[config.mk]
export PLATFORM = sky130hd
export DESIGN_NAME = reg_alu_sequencer_flat
export DESIGN_NICKNAME = d
export VERILOG_FILES = /design/src/rtl/reg_alu_sequencer_if.sv /design/src/rtl/reg_alu_sequencer.sv /design/src/flat_wrapper.sv
export SDC_FILE = /design/constraint.sdc
export NUM_CORES = 1
export LEC_CHECK = 0
export CELL_PAD_IN_SITES_DETAIL_PLACEMENT = 0
export CELL_PAD_IN_SITES_GLOBAL_PLACEMENT = 2
export CORE_ASPECT_RATIO = 1.25
export CORE_MARGIN = 2
export CORE_UTILIZATION = 31
export CTS_CLUSTER_SIZE = 40
export DETAILED_ROUTE_END_ITERATION = 7
export GPL_TIMING_DRIVEN = 0
export PLACE_DENSITY_LB_ADDON = 0.1
export RECOVER_POWER = 25
export SLEW_MARGIN = 20
export SYNTH_ARGS = -nofsm -noshare
export SYNTH_HDL_FRONTEND = slang
export SYNTH_SLANG_ARGS = --single-unit
[constraint.sdc]
create_clock -name clk -period 5.9 [get_ports clk]
set_clock_uncertainty 0.1 [all_clocks]
set_input_delay 1.18 -clock clk [delete_from_list [all_inputs] [get_ports clk]]
set_output_delay 1.18 -clock clk [all_outputs]
set_load 0.03 [all_outputs]
[src/rtl/reg_alu_sequencer_if.sv]
// Command channel into the A/B/C register + ALU sequencer.
// The master issues commands; the sequencer (slave) accepts them with cmd_ready.
interface reg_alu_sequencer_if #(
    parameter int COUNT_W = 4
);
    logic               cmd_valid;
    logic               cmd_ready;
    logic [1:0]         cmd_type;
    logic               cmd_dec;
    logic [1:0]         cmd_op;
    logic [1:0]         cmd_src;
    logic [1:0]         cmd_dst;
    logic [COUNT_W-1:0] cmd_count;

    modport master (
        output cmd_valid, cmd_type, cmd_dec, cmd_op,
        output cmd_src, cmd_dst, cmd_count,
        input  cmd_ready
    );

    modport slave (
        input  cmd_valid, cmd_type, cmd_dec, cmd_op,
        input  cmd_src, cmd_dst, cmd_count,
        output cmd_ready
    );
endinterface

[src/rtl/reg_alu_sequencer.sv]
// Command-driven sequencer for the A/B/C register + ALU datapath:
// turns each accepted command into repeated, settle-spaced load strobes.
module reg_alu_sequencer #(
    parameter int COUNT_W = 4,
    parameter int SETTLE  = 2
) (
    input  logic                 clk,
    input  logic                 rst,
    reg_alu_sequencer_if.slave   cmd,
    input  logic                 abort,
    output logic                 load_a,
    output logic                 load_b,
    output logic                 load_c,
    output logic                 in_sel,
    output logic                 dec_a,
    output logic                 dec_b,
    output logic [1:0]           alu_op,
    output logic [1:0]           bus_sel,
    output logic                 busy,
    output logic                 done,
    output logic                 aborted
);

    typedef enum logic [2:0] {
        IDLE,
        SETUP,
        LOAD,
        WAIT,
        DONE
    } state_t;

    localparam int WW = (SETTLE > 1) ? $clog2(SETTLE) : 1;
    localparam logic [WW-1:0] WLAST = WW'(SETTLE - 1);
    localparam logic [COUNT_W:0] FULL = {1'b1, {COUNT_W{1'b0}}};
    localparam logic [COUNT_W:0] ONE = (COUNT_W+1)'(1);

    localparam logic [1:0] T_STEP_A = 2'd0;
    localparam logic [1:0] T_STEP_B = 2'd1;
    localparam logic [1:0] T_EXEC   = 2'd2;
    localparam logic [1:0] T_MOVE   = 2'd3;

    state_t           state_q, state_d;
    logic [COUNT_W:0] rep_q, rep_d;
    logic [WW-1:0]    wcnt_q, wcnt_d;
    logic [1:0]       typ_q, typ_d;
    logic [1:0]       dst_q, dst_d;
    logic             load_a_q, load_a_d;
    logic             load_b_q, load_b_d;
    logic             load_c_q, load_c_d;
    logic             in_sel_q, in_sel_d;
    logic             dec_a_q, dec_a_d;
    logic             dec_b_q, dec_b_d;
    logic [1:0]       alu_op_q, alu_op_d;
    logic [1:0]       bus_sel_q, bus_sel_d;
    logic             busy_q, busy_d;
    logic             done_q, done_d;
    logic             aborted_q, aborted_d;
    logic             idle_q, idle_d;

    always_comb begin
        state_d   = state_q;
        rep_d     = rep_q;
        wcnt_d    = wcnt_q;
        typ_d     = typ_q;
        dst_d     = dst_q;
        in_sel_d  = in_sel_q;
        dec_a_d   = dec_a_q;
        dec_b_d   = dec_b_q;
        alu_op_d  = alu_op_q;
        bus_sel_d = bus_sel_q;

        unique case (state_q)
            IDLE: begin
                if (cmd.cmd_valid) begin
                    typ_d   = cmd.cmd_type;
                    dst_d   = cmd.cmd_dst;
                    rep_d   = (cmd.cmd_count == '0) ? FULL
                                                    : {1'b0, cmd.cmd_count};
                    state_d = SETUP;
                    // Only the selects a command uses are updated.
                    unique case (cmd.cmd_type)
                        T_STEP_A: begin
                            in_sel_d = 1'b0;
                            dec_a_d  = cmd.cmd_dec;
                        end
                        T_STEP_B: begin
                            in_sel_d = 1'b0;
                            dec_b_d  = cmd.cmd_dec;
                        end
                        T_EXEC: begin
                            in_sel_d = 1'b0;
                            alu_op_d = cmd.cmd_op;
                        end
                        T_MOVE: begin
                            in_sel_d  = 1'b1;
                            bus_sel_d = cmd.cmd_src;
                        end
                        default: ;
                    endcase
                end
            end
            SETUP: state_d = abort ? DONE : LOAD;
            LOAD: begin
                rep_d = rep_q - ONE;
                if (abort || rep_q == ONE) begin
                    state_d = DONE;
                end else begin
                    state_d = WAIT;
                    wcnt_d  = WLAST;
                end
            end
            WAIT: begin
                if (abort) begin
                    state_d = DONE;
                end else if (wcnt_q == '0) begin
                    state_d = LOAD;
                end else begin
                    wcnt_d = wcnt_q - 1'b1;
                end
            end
            DONE:    state_d = IDLE;
            default: state_d = IDLE;
        endcase

        // Strobes and status are registered from the next state.
        load_a_d  = 1'b0;
        load_b_d  = 1'b0;
        load_c_d  = 1'b0;
        if (state_d == LOAD) begin
            unique case (typ_d)
                T_STEP_A: load_a_d = 1'b1;
                T_STEP_B: load_b_d = 1'b1;
                T_EXEC:   load_c_d = 1'b1;
                T_MOVE: begin
                    load_a_d = (dst_d == 2'd0) || (dst_d == 2'd3);
                    load_b_d = (dst_d == 2'd1) || (dst_d == 2'd3);
                    load_c_d = (dst_d == 2'd2) || (dst_d == 2'd3);
                end
                default: ;
            endcase
        end
        done_d    = (state_d == DONE);
        aborted_d = (state_d == DONE) && abort;
        busy_d    = (state_d != IDLE);
        idle_d    = (state_d == IDLE);
    end

    always_ff @(posedge clk) begin
        if (rst) begin
            state_q   <= IDLE;
            rep_q     <= '0;
            wcnt_q    <= '0;
            typ_q     <= '0;
            dst_q     <= '0;
            load_a_q  <= 1'b0;
            load_b_q  <= 1'b0;
            load_c_q  <= 1'b0;
            in_sel_q  <= 1'b0;
            dec_a_q   <= 1'b0;
            dec_b_q   <= 1'b0;
            alu_op_q  <= '0;
            bus_sel_q <= '0;
            busy_q    <= 1'b0;
            done_q    <= 1'b0;
            aborted_q <= 1'b0;
            idle_q    <= 1'b1;
        end else begin
            state_q   <= state_d;
            rep_q     <= rep_d;
            wcnt_q    <= wcnt_d;
            typ_q     <= typ_d;
            dst_q     <= dst_d;
            load_a_q  <= load_a_d;
            load_b_q  <= load_b_d;
            load_c_q  <= load_c_d;
            in_sel_q  <= in_sel_d;
            dec_a_q   <= dec_a_d;
            dec_b_q   <= dec_b_d;
            alu_op_q  <= alu_op_d;
            bus_sel_q <= bus_sel_d;
            busy_q    <= busy_d;
            done_q    <= done_d;
            aborted_q <= aborted_d;
            idle_q    <= idle_d;
        end
    end

    // Ready is masked by rst so no command is offered while held in reset.
    assign cmd.cmd_ready = idle_q & ~rst;
    assign load_a  = load_a_q;
    assign load_b  = load_b_q;
    assign load_c  = load_c_q;
    assign in_sel  = in_sel_q;
    assign dec_a   = dec_a_q;
    assign dec_b   = dec_b_q;
    assign alu_op  = alu_op_q;
    assign bus_sel = bus_sel_q;
    assign busy    = busy_q;
    assign done    = done_q;
    assign aborted = aborted_q;

endmodule

[src/flat_wrapper.sv]
// flat-port wrapper written by rule: the top's interface ports become plain ports
module reg_alu_sequencer_flat 
#(
    parameter int COUNT_W = 4,
    parameter int SETTLE  = 2
)
  (clk, rst, abort, load_a, load_b, load_c, in_sel, dec_a, dec_b, alu_op, bus_sel, busy, done, aborted, cmd_cmd_valid, cmd_cmd_type, cmd_cmd_dec, cmd_cmd_op, cmd_cmd_src, cmd_cmd_dst, cmd_cmd_count, cmd_cmd_ready);
  reg_alu_sequencer_if #(.COUNT_W(COUNT_W)) cmd_i ();
  input  logic clk;
  input  logic rst;
  input  logic abort;
  output logic load_a;
  output logic load_b;
  output logic load_c;
  output logic in_sel;
  output logic dec_a;
  output logic dec_b;
  output logic [1:0] alu_op;
  output logic [1:0] bus_sel;
  output logic busy;
  output logic done;
  output logic aborted;
  input wire logic [$bits(cmd_i.cmd_valid)-1:0] cmd_cmd_valid;
  input wire logic [$bits(cmd_i.cmd_type)-1:0] cmd_cmd_type;
  input wire logic [$bits(cmd_i.cmd_dec)-1:0] cmd_cmd_dec;
  input wire logic [$bits(cmd_i.cmd_op)-1:0] cmd_cmd_op;
  input wire logic [$bits(cmd_i.cmd_src)-1:0] cmd_cmd_src;
  input wire logic [$bits(cmd_i.cmd_dst)-1:0] cmd_cmd_dst;
  input wire logic [$bits(cmd_i.cmd_count)-1:0] cmd_cmd_count;
  output wire logic [$bits(cmd_i.cmd_ready)-1:0] cmd_cmd_ready;
  assign cmd_i.cmd_valid = cmd_cmd_valid;
  assign cmd_i.cmd_type = cmd_cmd_type;
  assign cmd_i.cmd_dec = cmd_cmd_dec;
  assign cmd_i.cmd_op = cmd_cmd_op;
  assign cmd_i.cmd_src = cmd_cmd_src;
  assign cmd_i.cmd_dst = cmd_cmd_dst;
  assign cmd_i.cmd_count = cmd_cmd_count;
  assign cmd_cmd_ready = cmd_i.cmd_ready;
  reg_alu_sequencer #(.COUNT_W(COUNT_W), .SETTLE(SETTLE)) u_core (.clk(clk), .rst(rst), .cmd(cmd_i), .abort(abort), .load_a(load_a), .load_b(load_b), .load_c(load_c), .in_sel(in_sel), .dec_a(dec_a), .dec_b(dec_b), .alu_op(alu_op), .bus_sel(bus_sel), .busy(busy), .done(done), .aborted(aborted));
endmodule
==> reports/results.ini, run 1 <==
[drt]
drt_iter0_markers=56
wl_per_cell_um=13.6
drt-met1-wl_um=1400
topRoutingLayerUsed=met4
antenna_left=0
vias=1151
dr.pass1.iters=4
drt_wl_total_um=3080
drc=0
wl_met3_um=110
wl_met2_um=1530
via_per_inst=5.09

[place]
placed_cells=222
io_buffer_count=28
place.gp.congestion=0.743
place_hpwl_um=2270

[sta]
hold_viol_final=0
clock.fmax_ghz=0.235
rsz0062_at_grt=false
period_minus_slack_ns=4.25
maxSlewViolCount=0
fin_crit_sh_pct=72.0
slew-limit-headroom_pct=65.2
finalSetupViolCount=0
worst_pin_slew_ns=0.520
setup_tns_ns=0

[critical_path]
max_stage_delay_ns=0.64
ff2ff_setup_slack_ns=3.62
worstPathRequired_ns=4.62
start_kind=input pin
cp_data_arrival_time_ns=2.97
critPathKind=in2out
path_buf_inv=3
path_cells=dlygate4sd3_1 > clkbuf_1 > nor2b_1 > clkdlybuf4s50_1
end_kind=output pin
cp_top_family=buffers and inverters
crit_fanout=10
crit_slowest_cell=dlygate4sd3_1

[logic_synthesis]
synth_enable_flop_cells=0
postSynthCellCount=138
async_flop_share_pct=0
ys_warn_count=0
ys.flop_type=dfxtp_1
synth_cell_types=41
synth_area_um2=1310
ys_ff_latch=27
synth_fp_nets=163
seq_area_frac_synth_pct=41.3
syn-mean-instance-area_um2=9.49

[floorplan]
die-area_um2=4770
rows=26
core_area_um2=4070
ios=31
fp.dieW_um=62.1
die_h_um=76.7
start_util_pct=32.2

[clock_tree]
numCtsBuffers=3
cts_hold_buf=0
clk_pin_slew_ns=0.10
root_buffer=clkbuf_8
postCtsSetupBuffers=0
htreeDepth=1
cts_resized=0
clk_latency_ns=0.28
cts_sinks=27
cts_tree=done
clockBufferDepth=2

[pwr]
swShare_pct=28.6
power.density_nw_per_um2=227
p_clk_share_pct=28.0
p_seq_share_pct=51.1
internal-power_mw=0.277
ir_worst_vdd_v=0.0000877
combPwrFrac_pct=20.9
power_switching_mw=0.111
power.total_mw=0.388
power_leakage_nw=0.674

[final_layout]
nNetsFinal=196
finalNonFillerCells=226
diodes=0
multi_input_area_um2=672
fill_cells=445
seq_area_um2=541
area_growth_pct=30.2
layout-drive-gt1-share_pct=10.0

[grt]
grt_start_max_net_pins=15
grt_use_total_pct=13.7
antenna_found_initial=0
overflow=0
grt_pass1_wl_um=5350
grt_pass1_vias=1156

[run_status]
outcome=finished, final reports clean

[worst_hold_path]
worstHoldPathType=reg2reg

[run]
cap_viol_max_count=0

[worst register-to-register path, cell delays in order (launching register included)]
cell and delay [ns]:
dfxtp_1 0.31, buf_2 0.17, nor4b_4 0.48, mux2i_1 0.50, inv_1 0.12, ha_1 0.26, nand3_1 0.09, a311oi_1 0.10
[per-layer routing]
layer / up-vias / global-route usage, %
met4: 0 / 5.78
li1: 571 / -
met2: 18 / 23.3
met3: 5 / 2.49
met1: 557 / 17.1
met5: - / 0
[sequential cells by signal, summed over array words and instances (netlist names), 2 cells and up]
signal          cells
u_core.typ_q        2
u_core.dst_q        2
u_core.state_q      3
u_core.bus_sel      2
u_core.alu_op       2
u_core.rep_q        5
[placed cells by master (no fill, tap or decap), types with 2 or more instances in the layout]
master            n
dfxtp_1          27
clkdlybuf4s50_1  22
a21oi_1          15
inv_1            12
ha_1              8
o31ai_1           7
nand3_1           7
nor2_1            6
nand4_1           6
dlygate4sd3_1     6
clkbuf_1          5
mux2i_1           4
nor2b_1           4
buf_2             3
nor3_1            3
clkbuf_8          3
or3_1             2
o221a_2           2
or3b_2            2
a2bb2oi_1         2
[power groups by stage]
stage | sequential [mW] | combinational [mW] | clock [mW]
4_1_cts | 0.198 | 0.0832 | 0.113
5_1_grt | 0.199 | 0.0907 | 0.123
6_report | 0.198 | 0.0811 | 0.109
3_3_place_gp | 0.202 | 0.0822 | 0
3_5_place_dp | 0.202 | 0.0829 | 0
2_1_floorplan | 0.207 | 0.0472 | 0
[kinds of logic (layout without fill, tap and decap cells)]
logic type	count (synthesis)	after routing	synth area share (%)
multiplexers	5	5	3.92
AO/OA/AOI/OAI	35	35	18.8
adder cells (fa/ha/maj)	8	8	7.64
buffers and inverters	22	54	7.45
AND/OR/NAND/NOR	41	41	20.9
flip-flops	27	27	41.3
[path summary, 6_finish.rpt]
| kind | start | end | cells past startpoint |
|---|---|---|---|
| worst max-delay path | rst | cmd_cmd_ready | 4 |
| worst min-delay path | u_core.in_sel | u_core.in_sel | 2 |
| worst max register to register | u_core.state_q[2] | u_core.load_b | 7 |
| worst min register to register | u_core.in_sel | u_core.in_sel | 2 |
[through the flow]
stage	instance area, µm²	util [%]	hold slack, ns	worst slack [ns]
final	1710	41.9	0.366	1.65
after global routing	1710	41.9	0.394	1.54
after CTS	1710	41.9	0.370	1.67
after detailed placement	1660	40.8	0.356	1.67
after global placement	1660	40.8	0.349	1.67
after floorplan	1310	-	0.357	2.79
[synth_stat cells (2+ instances only)]
cell type	n	area [µm²]
ha_1	8	100
nand3_1	7	35.0
dfxtp_1	27	541
o221a_2	2	22.5
nand4_1	6	37.5
nor3_1	3	15.0
nor2_1	6	22.5
buf_1	2	7.51
or3_1	2	12.5
clkbuf_1	3	11.3
inv_1	12	45.0
a21oi_1	15	75.1
mux2i_1	4	40.0
buf_2	3	15.0
o31ai_1	7	52.6
a2bb2oi_1	2	17.5
or3b_2	2	17.5
nor2b_1	4	25.0
[layout make-up]
type / count / share of cell area (%)
buffer: 10 / 3.08
inverter: 12 / 2.64
timing repair buffer: 28 / 16.4
clock buffer: 4 / 2.64
sequential: 27 / 31.7
tap: 56 / 4.11
multi-input combinational: 89 / 39.4
Power figures use the tool's default switching activity.
==> inputs of run 2 (changes only) <==
- CORE_UTILIZATION: 31 -> 26
- clock period: 5.9 -> 3.7 ns (I/O delays scaled with it)
==> run 2 against run 1 <==
Against the previous run:
- wire length is 1.8% higher
- die area is 18% higher
- cell area is 0.37% higher
- sequential cell count stayed put
- utilization is 6.3 points lower
- critical endpoint unchanged
- largest power group unchanged
==> reports/results.ini, run 2 (synthesized netlist as in run 1, its figures left out) <==
[floorplan]
fp.dieW_um=67.5  ; +8.6%
rows=28  ; +7.7%
die_h_um=83.4  ; +8.7%
start_util_pct=27.3  ; -4.9 points
core_area_um2=4800  ; +18%
ios=31  ; unchanged
die-area_um2=5630  ; +18%

[clock_tree]
cts_tree=done
postCtsSetupBuffers=0  ; unchanged
htreeDepth=1  ; unchanged
clk_pin_slew_ns=0.10  ; about the same
numCtsBuffers=3  ; unchanged
cts_hold_buf=0  ; unchanged
cts_sinks=27  ; unchanged
cts_resized=0  ; unchanged
clockBufferDepth=2  ; unchanged
root_buffer=clkbuf_8
clk_latency_ns=0.27  ; about the same

[place]
dp_slack_ns=0.341  ; -1.33 ns
place.gp.congestion=0.740  ; -0.36%
io_buffer_count=28  ; unchanged
place_hpwl_um=2310  ; +1.9%

[critical_path]
path_buf_inv=3  ; unchanged
max_stage_delay_ns=0.63  ; about the same
end_kind=output pin
cp_top_family=buffers and inverters
crit_slowest_cell=dlygate4sd3_1
cp_data_arrival_time_ns=2.55  ; -0.42 ns
path_cells=dlygate4sd3_1 > clkbuf_1 > nor2b_1 > clkdlybuf4s50_1
crit_fanout=10  ; unchanged
start_kind=input pin
worstPathRequired_ns=2.86  ; -1.76 ns
critPathKind=in2out

[sta]
finalSetupViolCount=0  ; unchanged
setup_tns_ns=0  ; unchanged
worst_pin_slew_ns=0.565  ; +0.0449 ns
period_minus_slack_ns=3.39
clock.fmax_ghz=0.295
hold_viol_final=0  ; unchanged
rsz0062_at_grt=false
fin_ws_ns=0.314  ; -1.34 ns
slew-limit-headroom_pct=62.2  ; -3.0 points
fin_crit_sh_pct=91.5
holdWs_ns=0.361  ; -0.00494 ns
maxSlewViolCount=0  ; unchanged

[grt]
grt_start_max_net_pins=16  ; +1
overflow=0  ; unchanged
grt_pass1_vias=1073  ; -7.2%
grt_use_total_pct=11.7  ; -2.0 points
grt_pass1_wl_um=5090  ; -4.8%
antenna_found_initial=0  ; unchanged

[drt]
via_per_inst=5.00  ; -1.8%
drt_wl_total_um=3140  ; +1.8%
wl_per_cell_um=13.6  ; about the same
drt_iter0_markers=92  ; +64%
antenna_left=0  ; unchanged
dr.pass1.iters=4  ; unchanged
vias=1150  ; -0.087%
drc=0  ; unchanged

[final_layout]
largest-register=u_core.rep_q
diodes=0  ; unchanged
layout-drive-gt1-share_pct=10.6  ; +0.59 points
final_cell_mix=dfxtp_1, clkdlybuf4s50_1, a21oi_1, inv_1, ha_1
final_common_cell=dfxtp_1
seq_area_um2=541  ; unchanged
multi_input_area_um2=672  ; unchanged
area_growth_pct=30.7
nNetsFinal=196  ; unchanged
fill_cells=500  ; +12%
largest_reg_flops=5  ; unchanged
reg.largest.list=u_core.rep_q: 5 flops, u_core.state_q: 3 flops

[pwr]
power.density_nw_per_um2=360  ; +59%
ir_worst_vdd_v=0.000130  ; +48%
power_leakage_nw=0.679  ; +0.65%

[worst_hold_path]
worstHoldPathType=reg2reg

[run]
cap_viol_max_count=0  ; unchanged

[run_status]
outcome=finished, final reports clean

==> run 2: cell count changes in the layout (fill, tap and decap cells not counted) <==
cell / change
clkbuf_1: -1
clkdlybuf4s50_1: +1
clkinv_2: +1
dlygate4sd3_1: -1
==> run 2: worst reg2reg max path, stage by stage (launching register included) <==
cell and delay, ns:
dfxtp_1 0.31, buf_2 0.17, nor4b_4 0.52, mux2i_1 0.50
inv_1 0.13, ha_1 0.27, nand3_1 0.10, a311oi_1 0.09
==> run 2: per-layer routing <==
metal  vias to the layer above  GRT usage, %  part of all wire, %
met3                         2          2.17                  4.6
met2                        27          18.4                   49
met4                         0          4.45                 0.73
li1                        570             -                    -
met5                         -             0                    0
met1                       551          15.4                   46
==> run 2: path summary, 6_finish.rpt <==
path | from | end | slack [ns] | cells after the start
worst max register to register | u_core.state_q[2] | u_core.load_b | 1.38 | 7
worst min-delay path | u_core.in_sel | u_core.in_sel | 0.36 | 2
worst min register to register | u_core.in_sel | u_core.in_sel | 0.36 | 2
worst max-delay path | rst | cmd_cmd_ready | 0.31 | 4
==> run 2: power by group <==
group	internal, mW	switching (mW)	total, mW
clock network	0.0755	0.0947	0.170
logic	0.0589	0.0721	0.131
registers	0.306	0.00980	0.316
total	0.440	0.177	0.617
==> run 2: metrics by stage <==
stage	instances	area, µm²	power [mW]	util (%)
after floorplan	138	1310	0.405	-
after global placement	226	1670	0.454	34.7
after detailed placement	226	1670	0.455	34.7
after CTS	230	1710	0.629	35.7
after global routing	230	1710	0.657	35.7
final	230	1710	0.617	35.7
==> run 2: cell type report <==
cell class / instances / area share [%]
inverters: 12 / 2.63
repair buffers: 28 / 16.4
well taps: 60 / 4.39
multi-input cells: 89 / 39.3
plain buffers: 10 / 3.07
clock buffers: 3 / 2.41
clock inverters: 1 / 0.292
flip-flops and latches: 27 / 31.6
